## src/rtl/sam_enc_p_if.sv

```systemverilog
// sam_enc_p_if: serial stream in / encoded word out bundle for sam_enc_p.
//   master (stimulus side): drives str, mode; observes msgcd, valid, cc, err
//   slave  (encoder side) : receives str, mode; drives msgcd, valid, cc, err
//   str   - single-wire configuration and PWM symbol stream
//   mode  - 1 = configuration phase, 0 = normal phase
//   msgcd - last completed encoded word, right-aligned (2^MAX_LOG bits)
//   valid - one-cycle pulse when msgcd updates
//   cc    - configured word length L (0 when unconfigured)
//   err   - one-cycle pulse when a symbol is dropped
interface sam_enc_p_if #(
    parameter int MAX_LOG = 6
);
    logic                      str;
    logic                      mode;
    logic [(1<<MAX_LOG)-1:0]   msgcd;
    logic                      valid;
    logic [MAX_LOG:0]          cc;
    logic                      err;

    modport master (output str, mode, input msgcd, valid, cc, err);
    modport slave  (input str, mode, output msgcd, valid, cc, err);
endinterface

```

## src/rtl/sam_enc_p.sv

```systemverilog
// sam_enc_p: parametrised serial SAM encoder.
// Loads a length exponent n, key d and mask N serially while mode=1, then
// decodes PWM symbols from str, encodes each bit as (b ^ d[i]) | N[i] and
// publishes complete words on msgcd with a one-cycle valid pulse. Dropped
// (illegal) symbols pulse err.
// Ports:
//   clk   - clock, rising edge
//   reset - asynchronous, active-low
//   bus   - sam_enc_p_if slave (str, mode in; msgcd, valid, cc, err out)
module sam_enc_p #(
    parameter int MAX_LOG = 6,
    parameter int NFW     = 3,
    parameter int MIN_PER = 10,
    parameter int MAX_PER = 60,
    parameter int CNT_W   = 7
) (
    input  logic       clk,
    input  logic       reset,
    sam_enc_p_if.slave bus
);
    localparam int MAX_W = 1 << MAX_LOG;
    localparam int LW    = MAX_LOG + 1;
    // Config bit counter must reach both NFW-1 and L-1.
    localparam int CFW   = (LW > $clog2(NFW) + 1) ? LW : $clog2(NFW) + 1;

    localparam logic [CNT_W-1:0] SAT    = CNT_W'(MAX_PER + 1);
    localparam logic [CNT_W:0]   PER_LO = (CNT_W+1)'(MIN_PER);
    localparam logic [CNT_W:0]   PER_HI = (CNT_W+1)'(MAX_PER);

    typedef enum logic [2:0] {
        IDLE, CFG_N, CFG_D, CFG_K, CFG_DONE, NORM
    } state_t;

    state_t             state_q,  state_d;
    logic               prev_q,   prev_d;
    logic               armed_q,  armed_d;
    logic [CNT_W-1:0]   ones_q,   ones_d;
    logic [CNT_W-1:0]   zeros_q,  zeros_d;
    logic [NFW-1:0]     n_q,      n_d;
    logic [LW-1:0]      l_q,      l_d;
    logic [CFW-1:0]     cfg_cnt_q, cfg_cnt_d;
    logic [MAX_W-1:0]   d_q,      d_d;
    logic [MAX_W-1:0]   nm_q,     nm_d;
    logic [MAX_W-1:0]   shadow_q, shadow_d;
    logic [MAX_LOG-1:0] idx_q,    idx_d;
    logic [MAX_W-1:0]   msgcd_q,  msgcd_d;
    logic               valid_q,  valid_d;
    logic [LW-1:0]      cc_q,     cc_d;
    logic               err_q,    err_d;

    // Symbol evaluation helpers
    logic               rise;
    logic [CNT_W:0]     sum;
    logic               legal;
    logic               sym_bit;
    logic               enc_bit;
    logic [NFW-1:0]     n_shift;
    logic [31:0]        n_ext;
    logic [31:0]        exp_sel;
    logic [LW-1:0]      l_new;
    logic [MAX_LOG-1:0] l_m1;
    logic               cfg_last;

    always_comb begin
        rise    = bus.str & ~prev_q;
        sum     = {1'b0, ones_q} + {1'b0, zeros_q};
        // A saturated counter means the run exceeded MAX_PER: never legal.
        legal   = (ones_q != '0) && (zeros_q != '0) &&
                  (ones_q != SAT) && (zeros_q != SAT) &&
                  (sum >= PER_LO) && (sum <= PER_HI);
        sym_bit = (ones_q >= zeros_q);
        enc_bit = (sym_bit ^ d_q[idx_q]) | nm_q[idx_q];

        n_shift = NFW'({n_q, bus.str});
        n_ext   = 32'(n_shift);
        exp_sel = (n_ext > 32'(MAX_LOG)) ? 32'(MAX_LOG) : n_ext;
        l_new   = LW'(1) << exp_sel;
        l_m1    = MAX_LOG'(l_q - LW'(1));
        cfg_last = (cfg_cnt_q == CFW'(l_q) - CFW'(1));
    end

    always_comb begin
        state_d   = state_q;
        prev_d    = bus.str;
        armed_d   = armed_q;
        ones_d    = ones_q;
        zeros_d   = zeros_q;
        n_d       = n_q;
        l_d       = l_q;
        cfg_cnt_d = cfg_cnt_q;
        d_d       = d_q;
        nm_d      = nm_q;
        shadow_d  = shadow_q;
        idx_d     = idx_q;
        msgcd_d   = msgcd_q;
        valid_d   = 1'b0;
        cc_d      = cc_q;
        err_d     = 1'b0;

        case (state_q)
            IDLE: begin
                // Everything but msgcd is held cleared while idle.
                armed_d   = 1'b0;
                ones_d    = '0;
                zeros_d   = '0;
                n_d       = '0;
                l_d       = '0;
                cfg_cnt_d = '0;
                d_d       = '0;
                nm_d      = '0;
                shadow_d  = '0;
                idx_d     = '0;
                cc_d      = '0;
                if (bus.mode) state_d = CFG_N;
            end
            CFG_N: begin
                if (!bus.mode) begin
                    state_d = IDLE;
                    cc_d    = '0;
                end else begin
                    n_d       = n_shift;
                    cfg_cnt_d = cfg_cnt_q + CFW'(1);
                    if (cfg_cnt_q == CFW'(NFW - 1)) begin
                        l_d       = l_new;
                        cfg_cnt_d = '0;
                        state_d   = CFG_D;
                    end
                end
            end
            CFG_D: begin
                if (!bus.mode) begin
                    state_d = IDLE;
                    cc_d    = '0;
                end else begin
                    // Shifting in MSB first leaves d right-aligned after L bits.
                    d_d       = {d_q[MAX_W-2:0], bus.str};
                    cfg_cnt_d = cfg_cnt_q + CFW'(1);
                    if (cfg_last) begin
                        cfg_cnt_d = '0;
                        state_d   = CFG_K;
                    end
                end
            end
            CFG_K: begin
                if (!bus.mode) begin
                    state_d = IDLE;
                    cc_d    = '0;
                end else begin
                    nm_d      = {nm_q[MAX_W-2:0], bus.str};
                    cfg_cnt_d = cfg_cnt_q + CFW'(1);
                    if (cfg_last) begin
                        cfg_cnt_d = '0;
                        cc_d      = l_q;
                        state_d   = CFG_DONE;
                    end
                end
            end
            CFG_DONE: begin
                if (!bus.mode) begin
                    state_d  = NORM;
                    armed_d  = 1'b0;
                    ones_d   = '0;
                    zeros_d  = '0;
                    shadow_d = '0;
                    idx_d    = l_m1;
                end
            end
            NORM: begin
                if (bus.mode) begin
                    // Reconfiguration wins over any symbol closing this edge.
                    state_d   = CFG_N;
                    armed_d   = 1'b0;
                    ones_d    = '0;
                    zeros_d   = '0;
                    n_d       = '0;
                    cfg_cnt_d = '0;
                    d_d       = '0;
                    nm_d      = '0;
                    shadow_d  = '0;
                end else if (rise) begin
                    if (armed_q) begin
                        if (!legal) begin
                            err_d = 1'b1;
                        end else if (idx_q == '0) begin
                            msgcd_d  = {shadow_q[MAX_W-1:1], enc_bit};
                            valid_d  = 1'b1;
                            shadow_d = '0;
                            idx_d    = l_m1;
                        end else begin
                            shadow_d[idx_q] = enc_bit;
                            idx_d           = idx_q - MAX_LOG'(1);
                        end
                    end
                    // The rising sample is the first high sample of the next symbol.
                    armed_d = 1'b1;
                    ones_d  = CNT_W'(1);
                    zeros_d = '0;
                end else if (armed_q) begin
                    if (bus.str) begin
                        if (ones_q != SAT) ones_d = ones_q + CNT_W'(1);
                    end else begin
                        if (zeros_q != SAT) zeros_d = zeros_q + CNT_W'(1);
                    end
                end
            end
            default: state_d = IDLE;
        endcase
    end

    always_ff @(posedge clk or negedge reset) begin
        if (!reset) begin
            state_q   <= IDLE;
            prev_q    <= 1'b0;
            armed_q   <= 1'b0;
            ones_q    <= '0;
            zeros_q   <= '0;
            n_q       <= '0;
            l_q       <= '0;
            cfg_cnt_q <= '0;
            d_q       <= '0;
            nm_q      <= '0;
            shadow_q  <= '0;
            idx_q     <= '0;
            msgcd_q   <= '0;
            valid_q   <= 1'b0;
            cc_q      <= '0;
            err_q     <= 1'b0;
        end else begin
            state_q   <= state_d;
            prev_q    <= prev_d;
            armed_q   <= armed_d;
            ones_q    <= ones_d;
            zeros_q   <= zeros_d;
            n_q       <= n_d;
            l_q       <= l_d;
            cfg_cnt_q <= cfg_cnt_d;
            d_q       <= d_d;
            nm_q      <= nm_d;
            shadow_q  <= shadow_d;
            idx_q     <= idx_d;
            msgcd_q   <= msgcd_d;
            valid_q   <= valid_d;
            cc_q      <= cc_d;
            err_q     <= err_d;
        end
    end

    assign bus.msgcd = msgcd_q;
    assign bus.valid = valid_q;
    assign bus.cc    = cc_q;
    assign bus.err   = err_q;

endmodule

```

## src/flat_wrapper.sv

```systemverilog
// flat-port wrapper written by rule: the top's interface ports become plain ports
module sam_enc_p_flat 
#(
    parameter int MAX_LOG = 6,
    parameter int NFW     = 3,
    parameter int MIN_PER = 10,
    parameter int MAX_PER = 60,
    parameter int CNT_W   = 7
)
  (clk, reset, bus_str, bus_mode, bus_msgcd, bus_valid, bus_cc, bus_err);
  sam_enc_p_if #(.MAX_LOG(MAX_LOG)) bus_i ();
  input  logic clk;
  input  logic reset;
  input wire logic [$bits(bus_i.str)-1:0] bus_str;
  input wire logic [$bits(bus_i.mode)-1:0] bus_mode;
  output wire logic [$bits(bus_i.msgcd)-1:0] bus_msgcd;
  output wire logic [$bits(bus_i.valid)-1:0] bus_valid;
  output wire logic [$bits(bus_i.cc)-1:0] bus_cc;
  output wire logic [$bits(bus_i.err)-1:0] bus_err;
  assign bus_i.str = bus_str;
  assign bus_i.mode = bus_mode;
  assign bus_msgcd = bus_i.msgcd;
  assign bus_valid = bus_i.valid;
  assign bus_cc = bus_i.cc;
  assign bus_err = bus_i.err;
  sam_enc_p #(.MAX_LOG(MAX_LOG), .NFW(NFW), .MIN_PER(MIN_PER), .MAX_PER(MAX_PER), .CNT_W(CNT_W)) u_core (.clk(clk), .reset(reset), .bus(bus_i));
endmodule
```

## config.mk

```make
export PLATFORM = sky130hd
export DESIGN_NAME = sam_enc_p_flat
export DESIGN_NICKNAME = d
export VERILOG_FILES = /design/src/rtl/sam_enc_p_if.sv /design/src/rtl/sam_enc_p.sv /design/src/flat_wrapper.sv
export SDC_FILE = /design/constraint.sdc
export NUM_CORES = 1
export LEC_CHECK = 0
export CELL_PAD_IN_SITES_DETAIL_PLACEMENT = 1
export CELL_PAD_IN_SITES_GLOBAL_PLACEMENT = 2
export CORE_ASPECT_RATIO = 1.1
export CORE_MARGIN = 4
export CORE_UTILIZATION = 35
export CTS_BUF_LIST = sky130_fd_sc_hd__clkbuf_16
export DETAILED_ROUTE_END_ITERATION = 10
export PLACE_DENSITY_LB_ADDON = 0.1
export REMOVE_ABC_BUFFERS = 1
export SKIP_CTS_REPAIR_TIMING = 1
export SKIP_LAST_GASP = 1
export SYNTH_ARGS = -nofsm -noshare
export SYNTH_HDL_FRONTEND = slang
export SYNTH_SLANG_ARGS = --single-unit
```

## constraint.sdc

```tcl
create_clock -name clk -period 3 [get_ports clk]
set_input_delay 0.45 -clock clk [delete_from_list [all_inputs] [get_ports clk]]
set_output_delay 0.45 -clock clk [all_outputs]
set_load 0.03 [all_outputs]
```

Yosys cells after proc, flatten, opt, wreduce, memory -nomap -nowiden
Cells that the tools add are included.
{ "totals": {"regBits": 306, "inputBits": 4, "output_inout_bits": 73, "wordCells": 179} }
{ "classes": {"add_sub_neg": 6, "n_lt_le_gt_ge": 6, "n_eq_ne": 33, "shifts": 1, "muxes": 79, "bitwise_logic": 5, "n_reduce_logical": 33} }
{ "op_table": {"columns": ["op", "count"], "rows": [
  ["two-way mux 64 bit", 9],
  ["one-hot mux 64 bit (3 select lines)", 3],
  ["two-way mux 7 bit", 20],
  ["bitwise mux 64 bit", 1],
  ["one-hot mux 7 bit (3 select lines)", 3],
  ["two-way mux 6 bit", 6],
  ["<< shifter 1 x 32 -> 7 bit, first input constant", 1],
  ["one-hot mux 7 bit (4 select lines)", 1],
  ["two-way mux 3 bit", 9],
  ["adder 7 x 1 -> 7 bit, second input constant", 3],
  ["AND reduction 5 bit", 4],
  ["inequality test 3 x 2 -> 1 bit, second input constant", 6],
  ["one-hot mux 6 bit (3 select lines)", 1],
  ["AND reduction 3 bit", 6],
  ["two-way mux 1 bit", 17],
  ["one-hot mux 3 bit (5 select lines)", 1],
  ["nonzero test 3 bit", 5],
  ["inequality test 2 bit, second input constant", 7],
  ["inequality test 7 x 6 -> 1 bit, second input constant", 2],
  ["one-hot mux 7 bit (2 select lines)", 1],
  ["nonzero test 7 bit", 2],
  ["binary-select mux 1 bit (select 6 bit)", 2],
  ["inequality test 2 x 1 -> 1 bit, second input constant", 6],
  ["inequality test 4 x 2 -> 1 bit, second input constant", 3],
  ["other kinds (31)", 44]
]} }

Longest topological paths before layout
{ "logic_depth": {"depth_word": 11, "ltp_mapped": 13, "mapped_depth_nobuf": 11} }

Least setup slack after synthesis
OpenSTA, ideal clock, no wires.
{ "synth_path": {"path_kind": "register to register", "from": "reg u_core.ones_q[0]", "to": "reg u_core.msgcd_q[0] (netlist: u_core.bus.msgcd[0])", "setup_ps": 125, "t_arrival_ps": 2992, "required_ps": 2875, "slack_ps": -117, "stages_incl_launch_ff": 13, "path_buffers": 2, "period_less_slack_ps": 3117, "path_cell_list": "dfrtp_1 -> ha_1 -> inv_1 -> fa_1 -> o21bai_1 -> a21oi_1 -> o311ai_2 -> nor4b_4 -> nand3_1 -> or3_1 -> buf_6 -> buf_12 -> mux2_4"} }
{ "synth_via": {"elab_chain_len": 7, "word_cells_on_any_way": 14, "classes_between": "add/sub: 1; order compare: 3; eq/ne: 1; bitwise: 2; reduce/logical: 7"} }
{ "synth_rtl": {"columns": ["item", "line_no", "text"], "rows": [
  ["from (decl)", "sam_enc_p.sv:37", "logic [CNT_W-1:0] ones_q, ones_d;"],
  ["from (signal assigned)", "sam_enc_p.sv:232", "ones_q <= ones_d;"],
  ["parallel branches: the longest is 7 deep, another holds adder 7 x 7 -> 8 bit", null, null],
  ["to (signal assigned)", "sam_enc_p.sv:241", "msgcd_q <= msgcd_d;"],
  ["to (decl)", "sam_enc_p.sv:46", "logic [MAX_W-1:0] msgcd_q, msgcd_d;"]
]} }
Parallel ways; which one is timed is not known.
A chain may end at the register's enable or synchronous reset.

Worst setup path after layout
{ "layout_path": {"from": "reg u_core.ones_q[0]", "to": "reg u_core.msgcd_q[35] (netlist: u_core.bus.msgcd[35])"} }
{ "layout_via": {"elab_chain_len": 7, "word_cells_on_any_way": 11, "classes_between": "add/sub: 1; order compare: 2; eq/ne: 1; reduce/logical: 7"} }
{ "layout_rtl": {"columns": ["item", "line_no", "text"], "rows": [
  ["parallel branches: the longest is 5 deep, another holds adder 7 x 7 -> 8 bit", null, null],
  ["logical AND 1 bit (*)", "sam_enc_p.sv:70", "(sum >= PER_LO) && (sum <= PER_HI);"],
  ["AND reduction 6 bit (no line) (*)", null, null]
]} }
Mark *: on every way between the ends.

==> results.txt <==
Dividing the detail-routed via count by the number of cells gives 5.25. The flow ran to the end, but the final reports show violations. The first global-routing pass estimated 72000 um of wire.

The worst-case IR drop observed on VDD is 0.421 mV. The die is 226 um tall. For the worst-case clock buffer depth, the log shows 3. The fraction of post-synthesis cell area in the top cell type by area is 0.504, and the count of endpoints failing setup in the final report is 68. The remaining max-slew budget at the tightest pin is 0.253, and the count of TritonRoute iterations in the first routing pass is 5. The tools report the launching element type of the critical path as a flip-flop.

The logs give 0 for the number of antenna violations at the first check in global routing and 0.356 for the initial standard-cell utilization of the core. After detailed routing, the average wire length per cell comes to 20.2 um. For the via count of the first global-routing pass, the log shows 12500. Setup repair after global routing could not meet its margin everywhere.

For this run, the number of Yosys warnings is 0. TritonCTS built the clock tree. Dividing total power by cell area gives a power density of 588 nW/um^2. For the cell area after layout, the log shows 18900 sq um. Data on the critical path is required at its endpoint by 3450 ps. The total negative slack came out at -3970 ps.

The share of cells above drive strength 1 was 0.195; the detailed placer's ending HPWL was 30200 um. The tools report the final setup slack of the worst path as -93.0 ps. The dominant cell type by area after synthesis was dfrtp_1. Pin placement for this block handled 77 I/O pins. In this run the cell area measured after placement is 17300 sq um. For this run, design rule violations remaining after detail routing come to 0. The remaining antenna violation count was 0. The max-cap check violation count was 0; the leakage power was 8.38 nW.

The critical path in this run is classified as flip-flop to flip-flop. The number of pins exceeding their max-slew limit in the final report is 0. The destination of the worst register-to-register timing path is u_core.bus.msgcd[35]. The kind of capture point of the worst setup path was a flip-flop. The die boundary width was 206 um; the post-synthesis instance area was 15100 sq um. Subtracting the final worst setup slack from the clock period gives 3090 ps. The global router's overall resource usage came out at 0.193. The worst hold path belongs to the class input port to asynchronous set/reset pin. The clock net in this run drives a total of 305 sinks.

The final hold violation count was 0; the floorplan core area was 42500 sq um. Summing over every cut layer, the via total after detailed routing is 12000. Relative to the synthesized area, the layout overhead comes to 24.8%. The worst reg2reg path startpoint is u_core.ones_q[0].

Counting cells, the worst reg-to-reg path comes to 11. The clock arrives with 25.0 ps of skew. For this block, the routed nets add up to 46100 um of wire. The async set-or-reset flop fraction in the synthesized netlist is 1.00, and the distinct cell type count of the synthesized netlist is 74. In the synthesized netlist the dominant register cell turns out to be dfrtp_1. The synthesized design contains 0 enable-type register cells. The tools report the fill cell total of the finished layout as 4716. The total CTS buffers was 37; the clock edge transition at the registers on the reported setup and hold paths was 60 ps. For the worst setup slack before clock tree synthesis, the log shows -237 ps. The deepest level of the CTS H-tree is 2, and the critical-path maximum fanout is 10. The overall overflow remaining after global route came out at 0. The clock insertion delay at the later pin of the skew report was 570 ps. In this run the clock root is driven by a clkbuf_16.

Static timing analysis puts the maximum clock frequency at 0.323 GHz. The critical path ends at u_core.bus.msgcd[35]. The most critical setup path has its startpoint at u_core.ones_q[0].

The die footprint came out at 46700 sq um. In this run the register-to-register setup slack is -90 ps. The congestion estimate from routability-driven global placement came to 0.785. At the worst endpoint, the arrival time is 3540 ps.

After technology mapping, the gate count stands at 1537. The final cycle utilization of the critical path works out to 1.03. For the total power, the log shows 11.1 mW. The initialized floorplan defines 79 standard-cell rows. The port buffer count was 76; the portion of the post-synthesis area used by sequential elements was 0.504. The final reports fail on negative setup slack. By area the synthesized netlist is led by dfrtp_1, o21ai_0, nand2_1. Register bit total from synthesis: 305. The run gives 129 as the pin count of the biggest net entering global routing. The layout net count was 1717; the antenna diode count was 0. For the pin with the worst max-slew slack, the measured transition is 1120 ps. The average instance area after synthesis was 9.86 sq um. After the first detailed-routing iteration, the DRC count stood at 512.
-- how the worst min path moves through the flow --
stage               start                end  depth (start not counted)
global placement    reset  u_core.zeros_q[5]                          1
finish              reset  u_core.zeros_q[5]                          2
CTS                 reset  u_core.zeros_q[5]                          1
global route        reset  u_core.zeros_q[4]                          2
floorplan           reset     u_core.armed_q                          0
detailed placement  reset  u_core.zeros_q[5]                          1
-- per-layer routing --
metal,routed length [um],GRT usage,part of all wire
met5,0,0,0
met4,1120,0.0498,0.024
met3,1490,0.0293,0.032
met2,21500,0.310,0.47
met1,21900,0.275,0.48
-- metrics by stage --
step / cells / util / hold slack (ps)
global route: 2281 / 0.445 / 434
global placement: 2195 / 0.408 / 402
floorplan: 1436 / - / 154
CTS: 2261 / 0.434 / -198
finish: 2281 / 0.445 / 405
detailed placement: 2195 / 0.408 / 402
-- registers in the layout, indices dropped and copies added (netlist names) --
signal and flops:
u_core.ones_q 7, u_core.zeros_q 7, u_core.n_q 2, u_core.bus.valid 1
u_core.bus.cc 7, u_core.cfg_cnt_q 7, u_core.bus.msgcd 64, u_core.prev_q 1
u_core.idx_q 6, u_core.d_q 64, u_core.l_q 7, u_core.bus.err 1
u_core.state_q 3, u_core.armed_q 1, u_core.shadow_q 63, u_core.nm_q 64
-- where the power goes --
part	leakage, nW	internal [mW]	switching (mW)
sequential	4.25	4.18	0.0762
combinational	3.55	0.842	1.85
clock	0.578	2.31	1.86
total	8.38	7.33	3.79
-- placed cells by master, fill, tap and decap left out, types with 7 or more instances in the layout --
master | Yosys | final
nor3b_1 | 9 | 7
dfrtp_1 | 305 | 304
clkinv_1 | 1 | 8
clkdlybuf4s50_1 | 0 | 75
nand3_1 | 25 | 22
and3_1 | 14 | 13
clkinv_2 | 0 | 9
o31ai_1 | 8 | 8
xor2_1 | 7 | 7
inv_1 | 35 | 40
a21oi_1 | 86 | 82
buf_4 | 2 | 92
ha_1 | 25 | 22
xnor2_1 | 12 | 12
buf_6 | 1 | 9
nand2b_1 | 13 | 13
clkbuf_16 | 0 | 41
nand2_1 | 303 | 302
o21ai_1 | 1 | 53
o21ai_0 | 295 | 240
mux2i_1 | 18 | 18
mux4_2 | 20 | 20
mux2_4 | 60 | 62
nand4_1 | 26 | 26
nor2_1 | 48 | 43
mux2_2 | 11 | 9
buf_12 | 6 | 24
-- final cells by class --
type                    instances  area, sq um  area share
well taps                     567          709      0.0375
repair buffers                210         2200       0.116
repair inverters                1         5.00    0.000265
clock buffers                  38          951      0.0503
inverters                      36          139     0.00734
flip-flops and latches        305         7630       0.404
multi-input cells            1096         7120       0.376
clock inverters                28          154     0.00814
-- synth_stat cells (all sizes together), types with 10 or more instances --
cell type,number
nor2,48
a21oi,86
mux4,20
mux2,71
nand3,25
dfrtp,305
xnor2,12
nand2b,13
inv,35
buf,21
nand4,26
nand2,303
ha,25
and3,14
o21ai,296
clkbuf,80
nor3b,10
mux2i,18
-- critical path: stages (launching register included) --
cell      delay [ps]
dfrtp_1          360
ha_2             190
inv_2             40
fa_2             390
o21bai_4         180
a21oi_4           90
o311ai_4         250
nor4b_4          290
nand3_2          140
or3_4            530
buf_12           200
mux2_4           300
-- logic make-up (layout without fill, tap and decap cells) --
logic type,after synthesis,after routing,synth area share
xor+xnor,20,20,0.0125
compound gates,453,453,0.164
fa+ha+maj,26,26,0.0220
buf+inv,137,313,0.0424
mux,109,109,0.109
simple gates,487,488,0.146
flops,305,305,0.504
No activity file was read; power rests on OpenSTA's default activity.
